### src/rtl/vending_controller.sv
// Vending controller: coin credit, price/stock table, vend handshake and greedy change payout.
// Optional idle auto-return of credit is enabled by defining VENDING_AUTO_RETURN_EN.
module vending_controller #(
  parameter int unsigned NUM_ITEMS   = 9,
  parameter int unsigned CREDIT_W    = 10,
  parameter int unsigned MAX_CREDIT  = 500,
  parameter int unsigned STOCK_W     = 4,
  parameter int unsigned INIT_STOCK  = 5,
  parameter int unsigned TIMEOUT_CYC = 1000000
) (
  input  logic                clk,
  input  logic                rst_n,
  input  logic                coin_valid,
  input  logic [2:0]          coin_sel,
  input  logic                sel_valid,
  input  logic [3:0]          sel_idx,
  input  logic                cancel,
  input  logic                cfg_we,
  input  logic [3:0]          cfg_idx,
  input  logic [CREDIT_W-1:0] cfg_price,
  input  logic [STOCK_W-1:0]  cfg_stock,
  output logic                vend_valid,
  output logic [3:0]          vend_idx,
  input  logic                vend_ready,
  output logic                chg_valid,
  output logic [2:0]          chg_sel,
  input  logic                chg_ready,
  output logic                coin_reject,
  output logic [CREDIT_W-1:0] credit,
  output logic [CREDIT_W-1:0] disp_val,
  output logic                disp_neg,
  output logic [NUM_ITEMS-1:0] avail,
  output logic [NUM_ITEMS-1:0] oos,
  output logic                busy
);

  typedef enum logic [1:0] {
    S_IDLE,
    S_VEND,
    S_CHANGE
  } state_t;

  localparam logic [CREDIT_W:0] MAX_C = (CREDIT_W+1)'(MAX_CREDIT);

  function automatic logic [CREDIT_W-1:0] default_price(input int unsigned i);
    int unsigned p;
    case (i)
      0:       p = 100;
      2:       p = 125;
      3:       p = 175;
      4:       p = 225;
      5:       p = 250;
      6:       p = 100;
      7:       p = 325;
      8:       p = 375;
      default: p = 0;
    endcase
    return CREDIT_W'(p);
  endfunction

  function automatic logic [CREDIT_W:0] coin_value(input logic [2:0] c);
    case (c)
      3'd0:    return (CREDIT_W+1)'(5);
      3'd1:    return (CREDIT_W+1)'(10);
      3'd2:    return (CREDIT_W+1)'(25);
      3'd3:    return (CREDIT_W+1)'(50);
      3'd4:    return (CREDIT_W+1)'(100);
      3'd5:    return (CREDIT_W+1)'(500);
      default: return '0;
    endcase
  endfunction

  state_t              state_q, state_d;
  logic [CREDIT_W-1:0] credit_q, credit_d;
  logic [CREDIT_W-1:0] disp_val_q, disp_val_d;
  logic                disp_neg_q, disp_neg_d;
  logic                coin_reject_q, coin_reject_d;
  logic [3:0]          vend_idx_q, vend_idx_d;

  logic [CREDIT_W-1:0] price_q [NUM_ITEMS];
  logic [STOCK_W-1:0]  stock_q [NUM_ITEMS];

  logic                cfg_wr;
  logic                stock_dec;
  logic                coin_acc;
  logic                cancel_evt;
  logic                timeout_hit;
  logic [CREDIT_W:0]   coin_sum;
  logic                coin_ok;
  logic                sel_in_range;
  logic                cfg_in_range;
  logic [CREDIT_W-1:0] sel_price;
  logic                sel_oos;
  logic [2:0]          chg_code;
  logic [CREDIT_W-1:0] chg_amt;
  logic                chg_can_pay;

  assign coin_sum     = {1'b0, credit_q} + coin_value(coin_sel);
  assign coin_ok      = (coin_sel <= 3'd5) && (coin_sum <= MAX_C);
  assign sel_in_range = 32'(sel_idx) < NUM_ITEMS;
  assign cfg_in_range = 32'(cfg_idx) < NUM_ITEMS;
  assign sel_price    = sel_in_range ? price_q[sel_idx] : '0;
  assign sel_oos      = sel_in_range ? ((price_q[sel_idx] == '0) || (stock_q[sel_idx] == '0)) : 1'b1;
  assign cancel_evt   = cancel || timeout_hit;

  always_comb begin
    avail = '0;
    oos   = '0;
    for (int unsigned i = 0; i < NUM_ITEMS; i++) begin
      oos[i]   = (price_q[i] == '0) || (stock_q[i] == '0);
      avail[i] = !oos[i] && (credit_q >= price_q[i]);
    end
  end

  // Greedy change: largest denomination not exceeding the remaining credit.
  always_comb begin
    chg_code    = 3'd0;
    chg_amt     = '0;
    chg_can_pay = 1'b1;
    if (credit_q >= CREDIT_W'(100)) begin
      chg_code = 3'd4;
      chg_amt  = CREDIT_W'(100);
    end else if (credit_q >= CREDIT_W'(50)) begin
      chg_code = 3'd3;
      chg_amt  = CREDIT_W'(50);
    end else if (credit_q >= CREDIT_W'(25)) begin
      chg_code = 3'd2;
      chg_amt  = CREDIT_W'(25);
    end else if (credit_q >= CREDIT_W'(10)) begin
      chg_code = 3'd1;
      chg_amt  = CREDIT_W'(10);
    end else if (credit_q >= CREDIT_W'(5)) begin
      chg_code = 3'd0;
      chg_amt  = CREDIT_W'(5);
    end else begin
      chg_can_pay = 1'b0;
    end
  end

  always_comb begin
    state_d       = state_q;
    credit_d      = credit_q;
    disp_val_d    = disp_val_q;
    disp_neg_d    = disp_neg_q;
    vend_idx_d    = vend_idx_q;
    coin_reject_d = 1'b0;
    cfg_wr        = 1'b0;
    stock_dec     = 1'b0;
    coin_acc      = 1'b0;
    case (state_q)
      S_IDLE: begin
        if (cancel_evt) begin
          if (credit_q != '0) begin
            disp_val_d = credit_q;
            disp_neg_d = 1'b0;
            state_d    = S_CHANGE;
          end
        end else if (sel_valid) begin
          if (sel_in_range) begin
            if (credit_q == '0 || sel_oos) begin
              disp_val_d = sel_price;
              disp_neg_d = 1'b0;
            end else if (credit_q < sel_price) begin
              disp_val_d = sel_price - credit_q;
              disp_neg_d = 1'b1;
            end else begin
              credit_d   = credit_q - sel_price;
              disp_val_d = credit_q - sel_price;
              disp_neg_d = 1'b0;
              vend_idx_d = sel_idx;
              state_d    = S_VEND;
            end
          end
        end else if (coin_valid) begin
          if (coin_ok) begin
            coin_acc   = 1'b1;
            credit_d   = coin_sum[CREDIT_W-1:0];
            disp_val_d = coin_sum[CREDIT_W-1:0];
            disp_neg_d = 1'b0;
          end else begin
            coin_reject_d = 1'b1;
          end
        end
        if (coin_valid && (cancel_evt || sel_valid)) coin_reject_d = 1'b1;
        if (cfg_we && cfg_in_range && credit_q == '0) cfg_wr = 1'b1;
      end
      S_VEND: begin
        if (coin_valid) coin_reject_d = 1'b1;
        if (vend_ready) begin
          stock_dec = 1'b1;
          state_d   = (credit_q != '0) ? S_CHANGE : S_IDLE;
        end
      end
      S_CHANGE: begin
        if (coin_valid) coin_reject_d = 1'b1;
        // A sub-5c residue (odd configured price) cannot be paid out and is dropped.
        if (!chg_can_pay) begin
          credit_d = '0;
          state_d  = S_IDLE;
        end else if (chg_ready) begin
          credit_d = credit_q - chg_amt;
          if (credit_q == chg_amt) state_d = S_IDLE;
        end
      end
      default: state_d = S_IDLE;
    endcase
  end

  always_ff @(posedge clk or negedge rst_n) begin
    if (!rst_n) begin
      state_q       <= S_IDLE;
      credit_q      <= '0;
      disp_val_q    <= '0;
      disp_neg_q    <= 1'b0;
      coin_reject_q <= 1'b0;
      vend_idx_q    <= '0;
    end else begin
      state_q       <= state_d;
      credit_q      <= credit_d;
      disp_val_q    <= disp_val_d;
      disp_neg_q    <= disp_neg_d;
      coin_reject_q <= coin_reject_d;
      vend_idx_q    <= vend_idx_d;
    end
  end

  always_ff @(posedge clk or negedge rst_n) begin
    if (!rst_n) begin
      for (int unsigned i = 0; i < NUM_ITEMS; i++) begin
        price_q[i] <= default_price(i);
        stock_q[i] <= STOCK_W'(INIT_STOCK);
      end
    end else begin
      if (cfg_wr) begin
        price_q[cfg_idx] <= cfg_price;
        stock_q[cfg_idx] <= cfg_stock;
      end
      if (stock_dec && stock_q[vend_idx_q] != '0) begin
        stock_q[vend_idx_q] <= stock_q[vend_idx_q] - STOCK_W'(1);
      end
    end
  end

`ifdef VENDING_AUTO_RETURN_EN
  localparam int unsigned TMR_W = $clog2(TIMEOUT_CYC + 1);

  logic [TMR_W-1:0] tmr_q, tmr_d;

  assign timeout_hit = (state_q == S_IDLE) && (credit_q != '0) &&
                       (tmr_q == TMR_W'(TIMEOUT_CYC - 1));

  always_comb begin
    tmr_d = tmr_q + TMR_W'(1);
    if (state_q != S_IDLE || credit_q == '0 || coin_acc || sel_valid) tmr_d = '0;
  end

  always_ff @(posedge clk or negedge rst_n) begin
    if (!rst_n) tmr_q <= '0;
    else        tmr_q <= tmr_d;
  end
`else
  assign timeout_hit = 1'b0;
`endif

  assign vend_valid  = (state_q == S_VEND);
  assign vend_idx    = vend_idx_q;
  assign chg_valid   = (state_q == S_CHANGE) && chg_can_pay;
  assign chg_sel     = chg_code;
  assign coin_reject = coin_reject_q;
  assign credit      = credit_q;
  assign disp_val    = disp_val_q;
  assign disp_neg    = disp_neg_q;
  assign busy        = (state_q != S_IDLE);

endmodule

### config.mk
export PLATFORM = sky130hd
export DESIGN_NAME = vending_controller
export DESIGN_NICKNAME = d
export VERILOG_FILES = /design/src/rtl/vending_controller.sv
export SDC_FILE = /design/constraint.sdc
export NUM_CORES = 1
export LEC_CHECK = 0
export ABC_AREA = 1
export ABC_CLOCK_PERIOD_IN_PS = 8370
export BUFFER_PORTS_ARGS = -buffer_cell sky130_fd_sc_hd__buf_4
export CAP_MARGIN = 10
export CORE_ASPECT_RATIO = 0.75
export CORE_MARGIN = 1
export CORE_UTILIZATION = 60
export CTS_BUF_LIST = sky130_fd_sc_hd__clkbuf_2
export DETAILED_ROUTE_END_ITERATION = 10
export GPL_TIMING_DRIVEN = 0
export PLACE_DENSITY_LB_ADDON = 0.05
export SKIP_CTS_REPAIR_TIMING = 1
export SYNTH_ARGS = -nofsm -noshare
export SYNTH_HDL_FRONTEND = slang
export SYNTH_SLANG_ARGS = --single-unit
### constraint.sdc
create_clock -name clk -period 8.37 [get_ports clk]
set_input_delay 1.674 -clock clk [delete_from_list [all_inputs] [get_ports clk]]
set_output_delay 1.674 -clock clk [all_outputs]
set_load 0.01 [all_outputs]
==> flow_metrics.tcl <==
set metrics [dict create \
    status "finished, violations left" \
    violations "DRC" \
    slowest_stage "inv_1" \
    timing_hold_violations_final 0 \
    max_cap_violations 0 \
    critPathMostFrequentCell "nand2_1" \
    root_buffer "clkbuf_2" \
    worst_setup_hold_path_clk_slew_ps 210 \
    syn_nets 2051 \
    place_hpwl_microns 34100 \
    peakVddDrop_uv 198 \
    detail_route.vias_per_cell 5.91 \
    die_y_microns 130 \
    post_synth_num_cell_types 61 \
    layout.cell_area.non_filler_sq_mm 0.0144 \
    grt_usage 0.402 \
    worstSetupPathType "flip-flop to primary output" \
    area_of_combinational_cells_with_multiple_inputs_sq_mm 0.00787 \
    total_power_mw 4.11 \
    preCtsSetupSlack_ps 3290 \
    io_pins 83 \
    cp_cell_sequence "inv_1 > ha_1 > inv_1 > a21boi_0 > o21a_1 > o21ai_0 > nand2_1 > nand2_1 > nand2_1 > nand2_1 > nand2_1 > nand2_1 > nand2_1 > nand2_1 > nand2_1 > o21bai_1 > inv_1 > buf_4" \
    finalNonFillerCells 2285 \
    finish.net_count 2150 \
    crit_path_max_incr_delay_ps 670 \
    post_route_cells_drive_above_1_share 0.123 \
    synth-seq-area-share 0.298 \
    endpoint_kind "primary output" \
    floorplan.rows 46 \
    drc 2 \
    synth.ff_latch_count 154 \
    detail_route.iter0.violations 1859 \
    fmaxAchievable_ghz 0.184 \
    worstMarginPinSlew_ps 1360 \
    holdCritPathClass "flip-flop to flip-flop" \
    htreeDepth 4 \
    tritoncts_clock_tree "yes" \
    grt_setup_unrepaired "false" \
    synth_warnings 0 \
    antenna_found_initial 1 \
    synth_cells 1884 \
    clock_sink_count 154 \
    placedInstanceArea_sq_mm 0.0142 \
    grt_max_degree 90 \
    route.detailed.wl_per_inst_microns 19.6 \
    period_share 0.651 \
    fp.dieW_microns 173 \
    timing.critical_path.from_type "flip-flop" \
    power_leakage_nw 7.24 \
    timing.critical_path.required_ps 6700 \
    synthesis.area_sq_mm 0.0132 \
    layout.area.seq_sq_mm 0.00393 \
    worst_clock_skew_ps 55.3 \
    first_pass_iters 9 \
    powerDensity_mw_per_mm2 285 \
    drt.antenna.violating_nets 0 \
    grt_pass1_wl_microns 68500 \
    setup_violations 0 \
    worstPathBufferInverterCount 4 \
    critical_path.max_fanout 12 \
    fin_setup_tns_ps 0 \
    max_slew_margin 0.0952 \
    path_delay_family "buffers and inverters" \
    min_period_ps 5450 \
    start_util 0.617 \
    nFillCells 1951 \
    worstPathArrival_ps 3770 \
    worst_skew_pair.late_latency_ps 830 \
    design.die.area_sq_mm 0.0226 \
    via_count_of_the_first_global_routing_pass 12237 \
    globalRoute.totalOverflow 0 \
    drt_wl_total_microns 44800 \
    vias 13493 \
    cts_max_path_buffers 2 \
    avgSynthCellArea_sq_um 7.00 \
    port_buffers 79 \
    final_critical_path_setup_slack_ps 2920 \
    gp_routability_congestion 1.01 \
    placed_cells 2252 \
    core-area_sq_mm 0.0214 \
    cts_made_buffers 17 \
    timing.final.max_slew_violations 0 \
    area_delta_synth_final_pct 9.19 \
]
## registers in the layout, indices dropped and copies added, names as in the netlist
| signal | count |
|---|---|
| credit | 10 |
| coin_reject | 1 |
| disp_neg | 1 |
| state_q | 2 |
| vend_idx | 4 |
| price_q | 90 |
| stock_q | 36 |
| disp_val | 10 |
## cell type report
cell class	count	share of cell area
timing repair buffer	80	0.0434
clock buffer	19	0.00661
tap	288	0.0250
clock inverter	13	0.00895
buffer	60	0.0209
antenna	1	0.000174
inverter	290	0.0758
sequential	154	0.273
multi-input combinational	1380	0.546
## worst register-to-register path, cell delays in order, from the launching register on
cell and delay, ps:
dfrtp_1 1090, inv_1 530, a211oi_1 360, nor2_1 150, a21oi_1 390, inv_1 90
ha_1 300, nand2_1 50, o21ai_0 200, nand2_1 110, nand2_1 80, a21oi_1 90
nor2_1 160, nand2_1 140, nand3_1 100, nand2_1 60, o21ai_0 190, nand4_1 150
nand2_1 110
## power by group
group	internal, mW	total [mW]	leakage [nW]	switching, mW
Combinational	0.893	2.51	5.26	1.62
Sequential	0.882	1.17	1.85	0.285
Clock	0.135	0.430	0.127	0.295
## cell families (layout without fill, tap and decap cells)
kind of cell               Yosys count  in the layout  share of synthesized area
and+or+nand+nor                    855            855                      0.291
AOI/OAI and AO/OA                  364            364                      0.158
buffers and inverters              350            462                      0.106
DFF                                154            154                      0.298
adders and majority gates          134            134                      0.129
xor gates and xnor gates            27             27                     0.0185
other                                0              1                          0
## through the flow
stage,hold WS (ps),util
2_1_floorplan,453,-
3_3_place_gp,467,0.662
3_5_place_dp,467,0.663
4_1_cts,511,0.674
5_1_grt,527,0.674
6_report,506,0.674
## cell usage in the layout (no fill, tap or decap), types with 8 or more instances in the layout
master / count
nand2_1: 535
inv_1: 278
o21ai_0: 173
nand3_1: 148
ha_1: 130
dfrtp_1: 97
buf_4: 82
nor2_1: 81
a21oi_1: 78
dfstp_2: 57
nand4_1: 32
clkbuf_1: 30
o21a_1: 26
o21ai_1: 19
clkbuf_2: 19
buf_2: 18
xor2_1: 17
o211ai_1: 15
nand3_2: 10
xnor2_1: 9
nor4_1: 9
inv_2: 8
nor3_4: 8
## Yosys cell counts (all sizes together)
| cell type | number | share of area |
|---|---|---|
| or2 | 5 | 0.0024 |
| a221oi | 1 | 0.00066 |
| ha | 130 | 0.12 |
| and3 | 1 | 0.00047 |
| nand2 | 540 | 0.16 |
| a41o | 5 | 0.0038 |
| a32o | 1 | 0.00076 |
| a21oi | 79 | 0.030 |
| dfrtp | 97 | 0.18 |
| buf | 30 | 0.014 |
| inv | 287 | 0.082 |
| nor2 | 87 | 0.027 |
| a22o | 1 | 0.00066 |
| o21bai | 7 | 0.0043 |
| a41oi | 1 | 0.00066 |
| a211oi | 4 | 0.0023 |
| xor2 | 18 | 0.013 |
| o21a | 26 | 0.015 |
| a31oi | 5 | 0.0024 |
| clkinv | 3 | 0.00085 |
| o211ai | 15 | 0.0085 |
| xnor2 | 9 | 0.0060 |
| fa | 4 | 0.0061 |
| o22ai | 5 | 0.0024 |
| o2111ai | 4 | 0.0027 |
| a21boi | 5 | 0.0028 |
| o41ai | 5 | 0.0033 |
| nor3 | 14 | 0.013 |
| a22oi | 2 | 0.0011 |
| a31o | 2 | 0.0013 |
| nor4 | 11 | 0.0075 |
| and2 | 1 | 0.00047 |
| nand4 | 33 | 0.016 |
| nand3 | 158 | 0.064 |
| nor4b | 1 | 0.00066 |
| o21ai | 192 | 0.073 |
| clkbuf | 30 | 0.0085 |
| a21o | 4 | 0.0023 |
| dfstp | 57 | 0.11 |
| nand3b | 4 | 0.0032 |
## per-layer routing
metal  global-route usage  vias up  routed length (microns)
met5               0.0188        -                       57
met4                0.137        2                     1350
met3                0.133      103                     5760
met2                0.556      758                    17600
met1                0.580     6236                    20000
li1                     -     6394                        -
## final timing paths
path | slack [ps] | endpoint | cells past startpoint | start
max reg2reg | 4000 | credit[7] | 18 | credit[1]
min in group asynchronous | 820 | price_q[15] | 1 | rst_n
max | 2920 | avail[6] | 18 | credit[0]
min | 510 | price_q[12] | 2 | price_q[12]
max in group asynchronous | 6640 | stock_q[24] | 2 | rst_n
min reg2reg | 510 | price_q[12] | 2 | price_q[12]
Power figures use the tool's default switching activity.
